--- src/rtl/tictactoe_pkg.sv ---
// Shared definitions for the tic-tac-toe move scanner: cell codes,
// scanner state type and the "no cell" address marker.
package tictactoe_pkg;

    // Two-bit cell codes; only CELL_EMPTY marks a free cell, every other code is occupied
    localparam logic [1:0] CELL_EMPTY = 2'b00;
    localparam logic [1:0] CELL_P1    = 2'b11;
    localparam logic [1:0] CELL_P2    = 2'b10;

    // Scanner control states
    typedef enum logic [1:0] {
        ST_IDLE = 2'd0,
        ST_SCAN = 2'd1,
        ST_DONE = 2'd2
    } scan_state_t;

    // All-ones address marker; users slice it down to their own address width
    localparam logic [7:0] BAD_ADDR = 8'hFF;

    // True when a cell code means the square is free
    function automatic logic isEmptyCode(input logic [1:0] code);
        return (code == CELL_EMPTY);
    endfunction

endpackage

--- src/rtl/move_scan_ai_board_cell_sel.sv ---
// Combinational cell picker: returns whether the cell at a given index of a
// packed board is empty.
module board_cell_sel
    import tictactoe_pkg::*;
#(
    parameter int N  = 3,
    parameter int AW = $clog2(N*N)
) (
    input  logic [2*N*N-1:0] board,
    input  logic [AW-1:0]    index,
    output logic             is_empty
);

    logic [1:0] w_cell;

    // Mux the addressed 2-bit cell out of the board; unreachable indices read as occupied
    always_comb begin
        w_cell = CELL_P1;
        for (int i = 0; i < N*N; i++) begin
            if (index == i[AW-1:0]) begin
                w_cell = board[2*i +: 2];
            end
        end
    end

    assign is_empty = isEmptyCode(w_cell);

endmodule

--- src/rtl/move_scan_ai.sv ---
// Move scanner: captures a board snapshot on start, then walks the cells one
// per cycle (wrapping) from a chosen start cell until it finds an empty one or
// has looked at every cell, and reports the result with a one-cycle done pulse.
module move_scan_ai
    import tictactoe_pkg::*;
#(
    parameter int N  = 3,
    parameter int AW = $clog2(N*N)
) (
    input  logic             ph1,
    input  logic             reset,
    input  logic             start,
    input  logic             from_origin,
    input  logic [AW-1:0]    origin,
    input  logic [2*N*N-1:0] gBoard,
    output logic             busy,
    output logic             done,
    output logic             found,
    output logic [AW-1:0]    addr
);

    localparam logic [AW:0]   CELLS    = (AW+1)'(N*N);
    localparam logic [AW-1:0] LAST_IDX = AW'(N*N - 1);
    localparam logic [AW-1:0] ONE      = AW'(1);
    localparam logic [AW-1:0] NO_CELL  = BAD_ADDR[AW-1:0];

    scan_state_t        r_state;
    logic [2*N*N-1:0]   r_board;
    logic [AW-1:0]      r_index;
    logic [AW-1:0]      r_count;
    logic               r_busy;
    logic               r_done;
    logic               r_donePend;
    logic               r_found;
    logic [AW-1:0]      r_addr;

    logic [AW-1:0]      w_startIdx;
    logic [AW-1:0]      w_nextIdx;
    logic               w_isEmpty;

    // Start cell: the requested origin when it names a real cell, otherwise cell 0
    always_comb begin
        w_startIdx = '0;
        if (from_origin && ({1'b0, origin} < CELLS)) begin
            w_startIdx = origin;
        end
    end

    // Next cell to examine, wrapping explicitly after the last cell
    always_comb begin
        w_nextIdx = r_index + ONE;
        if (r_index == LAST_IDX) begin
            w_nextIdx = '0;
        end
    end

    board_cell_sel #(
        .N  (N),
        .AW (AW)
    ) u_cellSel (
        .board    (r_board),
        .index    (r_index),
        .is_empty (w_isEmpty)
    );

    // Scan FSM with registered outputs; done trails the entry into DONE by one cycle
    always_ff @(posedge ph1 or negedge reset) begin
        if (!reset) begin
            r_state    <= ST_IDLE;
            r_board    <= '0;
            r_index    <= '0;
            r_count    <= '0;
            r_busy     <= 1'b0;
            r_done     <= 1'b0;
            r_donePend <= 1'b0;
            r_found    <= 1'b0;
            r_addr     <= NO_CELL;
        end else begin
            r_done     <= r_donePend;
            r_donePend <= 1'b0;
            case (r_state)
                ST_IDLE, ST_DONE: begin
                    if (start) begin
                        r_state <= ST_SCAN;
                        r_busy  <= 1'b1;
                        r_board <= gBoard;
                        r_index <= w_startIdx;
                        r_count <= '0;
                    end else begin
                        r_state <= ST_IDLE;
                        r_busy  <= 1'b0;
                    end
                end
                ST_SCAN: begin
                    if (w_isEmpty) begin
                        r_state    <= ST_DONE;
                        r_busy     <= 1'b0;
                        r_found    <= 1'b1;
                        r_addr     <= r_index;
                        r_donePend <= 1'b1;
                    end else if (r_count == LAST_IDX) begin
                        r_state    <= ST_DONE;
                        r_busy     <= 1'b0;
                        r_found    <= 1'b0;
                        r_addr     <= NO_CELL;
                        r_donePend <= 1'b1;
                    end else begin
                        r_index <= w_nextIdx;
                        r_count <= r_count + ONE;
                    end
                end
                default: begin
                    r_state <= ST_IDLE;
                    r_busy  <= 1'b0;
                end
            endcase
        end
    end

    assign busy  = r_busy;
    assign done  = r_done;
    assign found = r_found;
    assign addr  = r_addr;

endmodule

--- config.mk ---
export PLATFORM = sky130hd
export DESIGN_NAME = move_scan_ai
export DESIGN_NICKNAME = d
export VERILOG_FILES = /design/src/rtl/tictactoe_pkg.sv /design/src/rtl/move_scan_ai_board_cell_sel.sv /design/src/rtl/move_scan_ai.sv
export SDC_FILE = /design/constraint.sdc
export NUM_CORES = 1
export LEC_CHECK = 0
export CAP_MARGIN = 5
export CORE_ASPECT_RATIO = 0.75
export CORE_UTILIZATION = 53
export CTS_BUF_LIST = sky130_fd_sc_hd__clkbuf_4 sky130_fd_sc_hd__clkbuf_8
export DETAILED_ROUTE_END_ITERATION = 16
export PLACE_DENSITY = 0.83
export SETUP_SLACK_MARGIN = 0.15
export SYNTH_ARGS = -nofsm -noshare
export SYNTH_HDL_FRONTEND = slang
export SYNTH_SLANG_ARGS = --single-unit
--- constraint.sdc ---
create_clock -name ph1 -period 2.6 [get_ports ph1]
set_input_delay 0.39 -clock ph1 [delete_from_list [all_inputs] [get_ports ph1]]
set_output_delay 0.39 -clock ph1 [all_outputs]
set_load 0.02 [all_outputs]
# Word level (Yosys, flattened, before mapping)
# Index checks and enable logic that the tools add are counted.
word_totals:
  output_inout_bits: 7
  regBits: 36
  wordCells: 70
classes:
  addsub: 2
  muxes: 33
  eq_ne: 15
  n_reduce_logical: 10
  n_lt_le_gt_ge: 1
op_table:
  columns: ["operator", "count"]
  rows:
  - ["$mux W4", 10]
  - ["$mux W2", 11]
  - ["$eq A4 B3 Y1 const B", 4]
  - ["$pmux W4 S2", 2]
  - ["$add A4 B1 Y4 const B", 2]
  - ["$eq A4 B2 Y1 const B", 2]
  - ["$eq A4 B4 Y1 const B", 2]
  - ["$mux W1", 8]
  - ["$ne A2 B2 Y1 const B", 3]
  - ["$eq A4 B1 Y1 const B", 1]
  - ["$logic_not A2 Y1", 2]
  - ["$logic_not A4 Y1", 1]
  - ["$lt A4 B4 Y1 const B", 1]
  - ["$pmux W2 S2", 1]
  - ["$reduce_and A2 Y1", 2]
  - ["$reduce_and A4 Y1", 1]
  - ["$reduce_bool A2 Y1", 2]
  - ["$ne A3 B2 Y1 const B", 1]
  - ["$eq A2 B1 Y1 const B", 1]
  - ["$eq A2 B2 Y1 const B", 1]
  - ["$pmux W1 S2", 1]
  - ["$reduce_or A2 Y1", 1]
  - ["$logic_and A1 B1 Y1", 1]

# Logic depth before layout (Yosys ltp)
# Gate-level depths: netlist (run 1).
logic_depth:
  depth_word: 13
  ltp_mapped: 8

# By module
# A second synthesis (run 1) with hierarchy kept.
hier_totals:
  hier_cells: 132
  hier_area_um2: 1624.1
by_module_without_submodules:
  columns: ["mod", "cells_each", "instances", "seq_area_each_um2", "area_per_inst_um2"]
  rows:
  - ["move_scan_ai", 115, 1, 880.8, 1525.2]
  - ["board_cell_sel", 17, 1, 0.0, 98.8]

# Least setup slack after synthesis (run 1)
# Ideal clock, no wire load.
synth_timing:
  path_kind: "reg2reg"
  start: "reg r_index[0]"
  end: "reg r_count[1]"
  t_arrival_ns: 2.057
  t_required_ns: 2.475
  path_stages_with_launch: 9
  path_slack_ns: 0.418
  path_buffers: 0
  cell_sequence: "dfrtp_1 > inv_1 > ha_1 > nor3b_1 > a2111oi_1 > o22ai_1 > a31oi_4 > nand2_2 > mux2_4"
synth_via:
  elab_chain_cells: 13
  word_cells_on_any_way: 21
  classes_between: "9 x eq/ne; 9 x mux; 3 x reduce/logical"
synth_lines:
  columns: ["element", "line_no", "text"]
  rows:
  - ["start: declaration", "move_scan_ai.sv:29", "logic [AW-1:0] r_index;"]
  - ["start signal: assignment", "move_scan_ai.sv:87", "r_index <= w_startIdx;"]
  - ["start signal: assignment", "move_scan_ai.sv:108", "r_index <= w_nextIdx;"]
  - ["$logic_not A4 Y1", "move_scan_ai_board_cell_sel.sv:20", "if (index == i[AW-1:0]) begin"]
  - ["$mux W2 (8 in a row)", "move_scan_ai_board_cell_sel.sv:20", null]
  - ["$mux W2 (*)", "move_scan_ai_board_cell_sel.sv:20", null]
  - ["$logic_not A2 Y1 (*)", "tictactoe_pkg.sv:22", "return (code == CELL_EMPTY);"]
  - ["$ne A2 B2 Y1 (no line) (*)", null, null]
  - ["$reduce_and A4 Y1 (no line) (*)", null, null]
  - ["end signal: assignment", "move_scan_ai.sv:109", "r_count <= r_count + ONE;"]
  - ["end: declaration", "move_scan_ai.sv:30", "logic [AW-1:0] r_count;"]
# Every way passes the cells marked *; elsewhere a longest branch is shown, timed or not.
# A chain may end at the register's enable or synchronous reset.

# Worst setup path after layout (run 1)
layout_timing:
  start: "reg r_index[1]"
  end: "reg r_index[0]"
layout_via:
  elab_chain_cells: 13
  word_cells_on_any_way: 25
  classes_between: "9 x eq/ne; 13 x mux; 3 x reduce/logical"
layout_lines:
  columns: ["element", "line_no"]
  rows:
  - ["$logic_not A4 Y1", "move_scan_ai_board_cell_sel.sv:20"]
  - ["$mux W2 (9 in a row)", "move_scan_ai_board_cell_sel.sv:20"]
  - ["$logic_not A2 Y1", "tictactoe_pkg.sv:22"]
  - ["$ne A2 B2 Y1 (no line)", null]
  - ["$reduce_and A4 Y1 (no line)", null]
# Parallel ways exist; a longest one is shown, timed or not. The select of a mux whose other input is x is not followed.

==> results.sh, run 1 <==
export IMPL_finalHoldViolations=0
export IMPL_diodes=0
export IMPL_reg2reg_from="r_index[1]"
export IMPL_cp_depth=9
export IMPL_syn_instance_count=182
export IMPL_grt_usage_pct=26.8
export IMPL_endpoint_kind="register"
export IMPL_final_setup_viol_count=0
export IMPL_setup_slack_ns=0.288
export IMPL_clkTransAtPathRegs_ns=0.07
export IMPL_outcome="completed"
export IMPL_vias=1455
export IMPL_cap_violations=0
export IMPL_syn2layout_area_growth_pct=30.1
export IMPL_clock_fmax_mhz=432
export IMPL_crit_type="reg2reg"
export IMPL_htree_levels=2
export IMPL_avgSynthCellArea_um2=9.56
export IMPL_rr_endpoint="r_index[0]"
export IMPL_cp_num_buf_inv=2
export IMPL_drive_above_1_share_pct=12.6
export IMPL_grt_pass1_vias=1472
export IMPL_synth_edf_count=0
export IMPL_root_buffer="clkbuf_8"
export IMPL_cts_buffers=5
export IMPL_worst_ep_arrival_time_ns=2.52
export IMPL_cts_hold_buffers_added=0
export IMPL_path_max_fanout=6
export IMPL_tightest_slew_ns=0.849
export IMPL_fillerInstances=215
export IMPL_ioPinCount=33
export IMPL_finClkSkew_ns=0.00437
export IMPL_crit_end="r_index[0]"
export IMPL_seq_area_frac_synth_pct=52.1
export IMPL_min_period_over_period_pct=88.9
export IMPL_ir_drop_mv=0.655
export IMPL_period_needed_ns=2.31
export IMPL_worstSetupStartpointType="register"
export IMPL_rsz0062_at_grt="false"
export IMPL_rows=17
export IMPL_netlist_area_um2=1740
export IMPL_path_cells="inv_1 -> ha_1 -> nor3b_1 -> a2111oi_2 -> o22ai_1 -> a31oi_4 -> buf_12 -> a21oi_4 -> mux2i_1"
export IMPL_hold_path_class="reg2reg"
export IMPL_slowest_stage="dfrtp_1"
export IMPL_ant_nets=0
export IMPL_synth_top_area_cell="dfrtp_1"
export IMPL_async_reset_ff_share_pct=100
export IMPL_antenna_found_initial=0
export IMPL_vias_per_cell=5.57
export IMPL_whs_path_depth=0
export IMPL_dieArea_um2=3520
export IMPL_wl_per_cell_um=15.0
export IMPL_final_nets=254
export IMPL_worstRegToRegCells=9
export IMPL_design_core_area_um2=3020
export IMPL_fin_setup_tns_ns=0
export IMPL_ys_flop_type="dfrtp_1"
export IMPL_dp_hpwl_um=2800
export IMPL_synthTopCellsByArea="dfrtp_1 (46%), nand2_1 (13%), dfstp_2 (6.0%)"
export IMPL_place_gp_congestion=0.885
export IMPL_slew_headroom_pct=43.4
export IMPL_yosysUniqueCellTypes=38
export IMPL_grt_pass1_wl_um=6580
export IMPL_synth_seq_cells=36
export IMPL_max_stage_delay_ns=0.43
export IMPL_synthesis_nets=214
export IMPL_cp_startpoint="r_index[1]"
export IMPL_clock_sinks=36
export IMPL_drt_pass1_iter_count=4
export IMPL_start_util_pct=57.6
export IMPL_maxSlewViolCount=0
export IMPL_drt_iter0_drc=141
export IMPL_tritoncts="built"
export IMPL_p_per_area_nw_per_um2=1230
export IMPL_grt_start_max_net_pins=37
export IMPL_crit_family="compound AO/OA/AOI/OAI gates"
export IMPL_r2r_slack_ns=0.29
export IMPL_clockBufferDepth=2
export IMPL_die_h_um=51.6
export IMPL_cp_required_ns=2.81
export IMPL_drt_total_wl_um=3930
export IMPL_clkLatencyLatePin_ns=0.29
export IMPL_overflow=0
export IMPL_pre_cts_slack_ns=0.111
export IMPL_drc=0
export IMPL_synth_top_area_share_pct=46.0
export IMPL_synth_warnings=0
export IMPL_die_x_um=68.1
export IMPL_leakage_uw=0.00105
export IMPL_portBuffers=32
flip-flops by register name, indices dropped and copies added, names as in the netlist:
name        count
r_state         2
r_donePend      1
r_index         4
busy            1
addr            4
found           1
r_board        18
done            1
r_count         4
placed cells by master (no fill, tap or decap), types with 3 or more instances in the layout:
cell and instances:
a21oi_1 5, clkbuf_8 6, nor2_1 3, dfrtp_1 32, o22a_1 4, nand2b_1 3
o21ai_0 5, nand3b_1 4, nor3b_1 3, nand2_1 59, ha_1 6, nand3_1 7
clkdlybuf4s50_1 32, nor3_1 3, mux2i_1 4, dfstp_2 4, inv_1 6, buf_4 6
cell usage after synthesis (2+ instances only):
library cell and instances:
nand2_1 59, dfrtp_1 32, nand3_1 7, clkbuf_1 6, ha_1 6, inv_1 6, a21oi_1 5, o21ai_0 5
dfstp_2 4, mux2i_1 4, nand3b_1 4, o22a_1 4, nand2b_1 3, nor2_1 3, nor3_1 3, nor3b_1 3
o21ai_1 3, a21oi_2 2, and3_1 2, nor2b_1 2, o22ai_1 2
per-stage QoR:
step / area, um2 / power, uW / util (%) / std cells / hold WS, ns
after global routing: 2260 / 2990 / 74.9 / 261 / 0.359
final: 2260 / 2790 / 74.9 / 261 / 0.353
after detailed placement: 2100 / 2210 / 69.5 / 248 / 0.337
after floorplan: 1740 / 1840 / - / 182 / 0.0944
after CTS: 2220 / 2740 / 73.7 / 258 / 0.352
after global placement: 2100 / 2150 / 69.5 / 248 / 0.341
layer usage:
layer,vias up,GRT usage (%),routed length (um)
li1,705,-,-
met3,9,7.02,295
met5,-,0,0
met2,66,40.5,1770
met4,0,14.2,87
met1,675,35.1,1780
area by class of cell:
type                       count  area [um2]  share of cell area [%]
multi-input combinational    133         801                    35.4
tap                           38        47.5                    2.10
sequential                    36         906                    40.0
inverter                       7        26.3                    1.16
clock buffer                   8        97.6                    4.31
timing repair buffer          39         385                    17.0
power breakdown:
group / leakage, uW / internal [uW] / switching, uW / total [uW]
clock: 0.0000523 / 237 / 185 / 421
combinational: 0.000557 / 634 / 714 / 1350
sequential: 0.000443 / 838 / 182 / 1020
cell families (layout without fill, tap and decap cells):
kind of cell / Yosys count / count (layout) / share of synthesized area (%)
simple gates: 90 / 90 / 23.5
flops: 36 / 36 / 52.1
compound gates: 32 / 32 / 14.1
buf+inv: 13 / 54 / 2.81
fa+ha+maj: 6 / 6 / 4.32
mux: 5 / 5 / 3.17
worst min-delay path by stage:
stage / startpoint / to / slack [ns]
CTS: r_donePend / done / 0.35
floorplan: reset / busy / 0.09
global route: r_donePend / done / 0.36
detailed placement: r_donePend / done / 0.34
global placement: r_donePend / done / 0.34
finish: r_donePend / done / 0.35
repair_timing:
| action | 4_1_cts | 5_1_grt |
|---|---|---|
| pin swaps | 1 | 2 |
| setup buffers | 2 | 3 |
| resized for setup | 0 | 3 |
| setup endpoints to repair | 1 | 12 |
Power figures use the tool's default switching activity.
==> run 2, diff against run 1 <==
Settings changed: REMOVE_ABC_BUFFERS set to 1, SLEW_MARGIN set to 15.
==> results.sh, run 2 (synthesized netlist as in run 1, its figures left out) <==
export IMPL_vias_per_cell=5.55
export IMPL_largest_register="r_board"
export IMPL_clock_fmax_mhz=413
export IMPL_wl_per_cell_um=15.0
export IMPL_drt_total_wl_um=3880
export IMPL_final_nets=251
export IMPL_drt_iter0_drc=85
export IMPL_dieArea_um2=3520
export IMPL_grt_pass1_wl_um=6310
export IMPL_die_h_um=51.6
export IMPL_met1_usage_pct=33.3
export IMPL_dp_cells=248
export IMPL_clock_sinks=36
export IMPL_clkTransAtPathRegs_ns=0.07
export IMPL_slew_headroom_pct=44.5
export IMPL_root_buffer="clkbuf_8"
export IMPL_period_needed_ns=2.42
export IMPL_clkLatencyLatePin_ns=0.29
export IMPL_path_max_fanout=8
export IMPL_portBuffers=32
export IMPL_final_setup_viol_count=0
export IMPL_totalPowerFinal_uw=2760
export IMPL_ir_drop_mv=0.709
export IMPL_fin_setup_tns_ns=0
export IMPL_drt_pass1_iter_count=4
export IMPL_hold_ws_ns=0.350
export IMPL_leakage_uw=0.00103
export IMPL_place_area_um2=2100
export IMPL_grt_pass1_vias=1383
export IMPL_start_util_pct=57.6
export IMPL_ant_nets=0
export IMPL_rows=17
export IMPL_tightest_slew_ns=0.832
export IMPL_crit_type="reg2reg"
export IMPL_vias=1433
export IMPL_cap_violations=0
export IMPL_design_core_area_um2=3020
export IMPL_cts_buffers=5
export IMPL_outcome="completed"
export IMPL_die_x_um=68.1
export IMPL_clockBufferDepth=2
export IMPL_grt_use_met3_pct=6.58
export IMPL_globalRoute_busiestLayer="met2"
export IMPL_cp_required_ns=2.78
export IMPL_worstSetupStartpointType="register"
export IMPL_cts_hold_buffers_added=0
export IMPL_diodes=0
export IMPL_dp_hpwl_um=2750
export IMPL_place_gp_congestion=0.896
export IMPL_use_met2_pct=38.6
export IMPL_p_per_area_nw_per_um2=1230
export IMPL_worst_ep_arrival_time_ns=2.60
export IMPL_drc=0
export IMPL_fillerInstances=214
export IMPL_syn2layout_area_growth_pct=28.7
export IMPL_tritoncts="built"
export IMPL_fin_cells=258
export IMPL_min_period_over_period_pct=93.0
export IMPL_antenna_found_initial=0
export IMPL_drive_above_1_share_pct=11.4
export IMPL_ioPinCount=33
export IMPL_grt_usage_pct=25.3
export IMPL_maxSlewViolCount=0
export IMPL_layout_commonest_cell="nand2_1"
export IMPL_rsz0062_at_grt="true"
export IMPL_finish_instance_area_um2=2240
export IMPL_most_common_layout_cells="nand2_1 (59), clkdlybuf4s50_1 (32), dfrtp_1 (31), nand3_1 (7)"
export IMPL_overflow=0
export IMPL_endpoint_kind="register"
export IMPL_largest_reg_flops=18
export IMPL_hold_path_class="reg2reg"
export IMPL_finalHoldViolations=0
export IMPL_finClkSkew_ns=0.00601
export IMPL_grt_start_max_net_pins=37
export IMPL_htree_levels=2
==> run 2: changes by cell type in the layout (fill, tap and decap cells not counted), sizes merged <==
cell      change
clkinv        +1
clkinvlp      +1
bufinv        +1
clkbuf        -3
buf           -3
==> run 2: critical path, stage by stage (launching register included) <==
cell and delay [ns]:
dfrtp_1 0.43, inv_1 0.12, ha_1 0.28, nor3b_1 0.16
a2111oi_1 0.30, o22ai_1 0.20, a31oi_4 0.37, nand2_2 0.12
mux2_4 0.31
==> run 2: stage by stage <==
step | util (%) | setup slack [ns]
global route | 74.1 | 0.114
CTS | 73.2 | 0.185
detailed placement | 69.5 | 0.190
floorplan | - | 0.418
finish | 74.1 | 0.181
global placement | 69.5 | 0.294
==> run 2: layer usage <==
metal	share of wire (%)	up-vias	wire (um)
met4	1.7	0	65
li1	-	694	-
met1	46	677	1780
met2	46	53	1790
met5	0	-	0
met3	6.1	9	238
==> run 2: where the power goes <==
group	total, uW	internal (uW)	switching (uW)	leakage, uW
sequential	1020	838	183	0.000441
combinational	1260	559	700	0.000535
clock	483	283	200	0.0000541
total	2760	1680	1080	0.00103
==> run 2: path summary, 6_finish.rpt <==
check,slack [ns],end,start,depth (start not counted)
min reg2reg,0.35,done,r_donePend,0
max,0.18,r_count[1],r_index[0],8
max reg2reg,0.18,r_count[1],r_index[0],8
min in group asynchronous,0.50,r_board[2],reset,2
max in group asynchronous,1.75,addr[0],reset,2
min,0.35,done,r_donePend,0
==> run 2: what timing repair did <==
item | in CTS | in global routing
gates resized for setup | 0 | 3
endpoints found under the setup margin | 0 | 10
setup buffers | 0 | 2
hold endpoints to repair | 0 | 0
==> run 2: final cells by class <==
cell class / count / area (um2) / share of cell area [%]
inverters: 7 / 26.3 / 1.17
repair buffers: 36 / 350 / 15.7
multi-input cells: 133 / 796 / 35.6
well taps: 38 / 47.5 / 2.12
flip-flops and latches: 36 / 907 / 40.5
clock buffers: 5 / 68.8 / 3.07
clock inverters: 3 / 42.5 / 1.90
==> run 3, diff against run 2 <==
Settings changed: CTS_CLUSTER_SIZE set to 24.
==> results of run 3 <==
No change in the layout: final DEF, timing and power equal those of run 2.
==> patch: new RTL, settings of run 3 <==
Put one more register stage on the output `done`, without a reset. The value now appears one clock later. The other outputs are not delayed to match. Comments in the files are not updated.
--- a/src/rtl/move_scan_ai.sv
+++ b/src/rtl/move_scan_ai.sv
@@ -119,5 +119,7 @@
 
     assign busy  = r_busy;
-    assign done  = r_done;
+    always_ff @(posedge ph1) begin
+        done <= r_done;
+    end
     assign found = r_found;
     assign addr  = r_addr;
Check against the original RTL: not equivalent (a bounded check fails within 4 cycles, from zero or initial values and one cycle with reset low).
==> patch against run 3 <==
  * Combinational power is 4% higher
  * Routed wire length is 1.6% higher
  * Total power hardly changed
  * Non-clock buffer count is 2 lower
  * Design area is 1.5% higher
  * Sequential cell count is 1 higher
  * Sequential share of layout area is 0.36 points higher
  * Critical path type unchanged
  * Setup slack better by 0.045 ns
  * Synthesized area is 5.0% higher
  * Utilization is 5.0 points lower
==> patch: results (changes against run 3) <==
status: "finished, final reports clean"  # unchanged
regMostFlops: "r_board"  # unchanged
dp_hpwl_mm: 2.76  # was 2.75 mm
grt_antenna_before_repair: 0  # unchanged
place_ws_ns: 0.134  # was 0.190 ns
clk_pin_slew_ns: 0.08
drt_wl_total_mm: 3.94  # was 3.88 mm
ys_warn_count: 0  # unchanged
post-cts-setup-buffer-count: 0  # unchanged
gp_congestion: 0.869  # was 0.896
leakage_uw: 0.00103  # about the same
grt_use_total_pct: 24.6  # was 25.3%
numCtsBuffers: 5  # unchanged
drtIter0Drc: 146  # was 85
cts_root_buffer: "clkbuf_8"  # unchanged
portBuffers: 32  # unchanged
placed_cells: 261  # was 248
drive_gt1_share_pct: 12.2  # was 11.4%
grt_pass1_wl_mm: 6.67  # was 6.31 mm
htreeDepth: 2  # unchanged
synth.distinct_cells: 41  # was 38
place_area_mm2: 0.00216  # was 0.00210 mm^2
ys_top_cells_by_count: "nand2_1, dfrtp_1, a21oi_1"  # was nand2_1, dfrtp_1, nand3_1
relSlewSlack_pct: 50.3  # was 44.5%
ys_seq_area_share_pct: 50.7  # was 52.1%
hold_class: "register to register"  # unchanged
largest_reg_flops: 18  # unchanged
synthArstFlopShare_pct: 97.3  # was 100%
routedWlPerCell_um: 14.6  # was 15.0 um
synth_area_per_cell_um2: 9.36  # was 9.56 um^2
vias: 1460  # was 1433
first_pass_iters: 4  # unchanged
grt_pass1_vias: 1357  # was 1383
irDropWorstVdd_mv: 0.584  # was 0.709 mV
crit_fanout: 10  # was 8
cts_buffer_depth: 2  # unchanged
finClkSkew_ns: 0.00535  # was 0.00601 ns
fillers: 269  # was 214
cp.arrival_ns: 2.57  # was 2.60 ns
grt_max_degree: 37  # unchanged
post_cts_resized: 1  # was 0
synth_area_leaders: "dfrtp_1, nand2_1, dfstp_2, ha_1, a21oi_1"  # was dfrtp_1, nand2_1, dfstp_2, ha_1, mux2i_1
worstSkewPairLatency_ns: 0.30
num_antenna_cells: 0  # unchanged
==> patch: kinds of logic (layout without fill, tap and decap cells) <==
logic type,after synthesis,count (layout),synth area share [%]
and+or+nand+nor,93,93,23.4
AOI/OAI and AO/OA,44,44,17.3
DFF,37,37,50.7
muxes,1,1,0.548
buffers and inverters,14,48,3.97
adders and majority gates,6,6,4.11
==> patch: where the power goes <==
part / switching [uW] / leakage (uW) / internal [uW]
sequential: 198 / 0.000445 / 862
clock: 214 / 0.0000439 / 185
combinational: 723 / 0.000540 / 583
total: 1140 / 0.00103 / 1630
==> patch: path summary, 6_finish.rpt <==
kind | start | to | slack [ns] | depth (start not counted)
worst max-delay path | r_index[0] | r_index[2] | 0.23 | 8
worst min-delay path | r_donePend | r_done | 0.35 | 0
worst max register to register | r_index[0] | r_index[2] | 0.23 | 8
worst min register to register | r_donePend | r_done | 0.35 | 0
max in group asynchronous | reset | addr[3] | 1.76 | 2
min in group asynchronous | reset | r_board[7] | 0.50 | 2
==> patch: final cells by class <==
cell class | instances | area, um^2 | area share (%)
multi-input cells | 144 | 848 | 37.4
repair buffers | 34 | 335 | 14.8
clock buffers | 5 | 68.8 | 3.03
well taps | 40 | 50.0 | 2.20
inverters | 6 | 22.5 | 0.992
flip-flops and latches | 37 | 928 | 40.9
clock inverters | 3 | 17.5 | 0.771
==> patch: critical path, cell delays in order, from the launching register on <==
cell and delay [ns]:
dfrtp_2 0.45, inv_1 0.10, ha_2 0.23, nand3b_1 0.13, or3_4 0.40, and3_2 0.28, and2_1 0.18, a21bo_4 0.26
a22o_1 0.22
==> patch: routing by layer <==
metal  wire (um)  vias to the layer above  GRT usage [%]
met5           0                        -              0
met4          46                        0           7.00
met3         292                        7           7.69
met2        1670                       53           34.6
met1        1930                      673           36.1
li1            -                      727              -
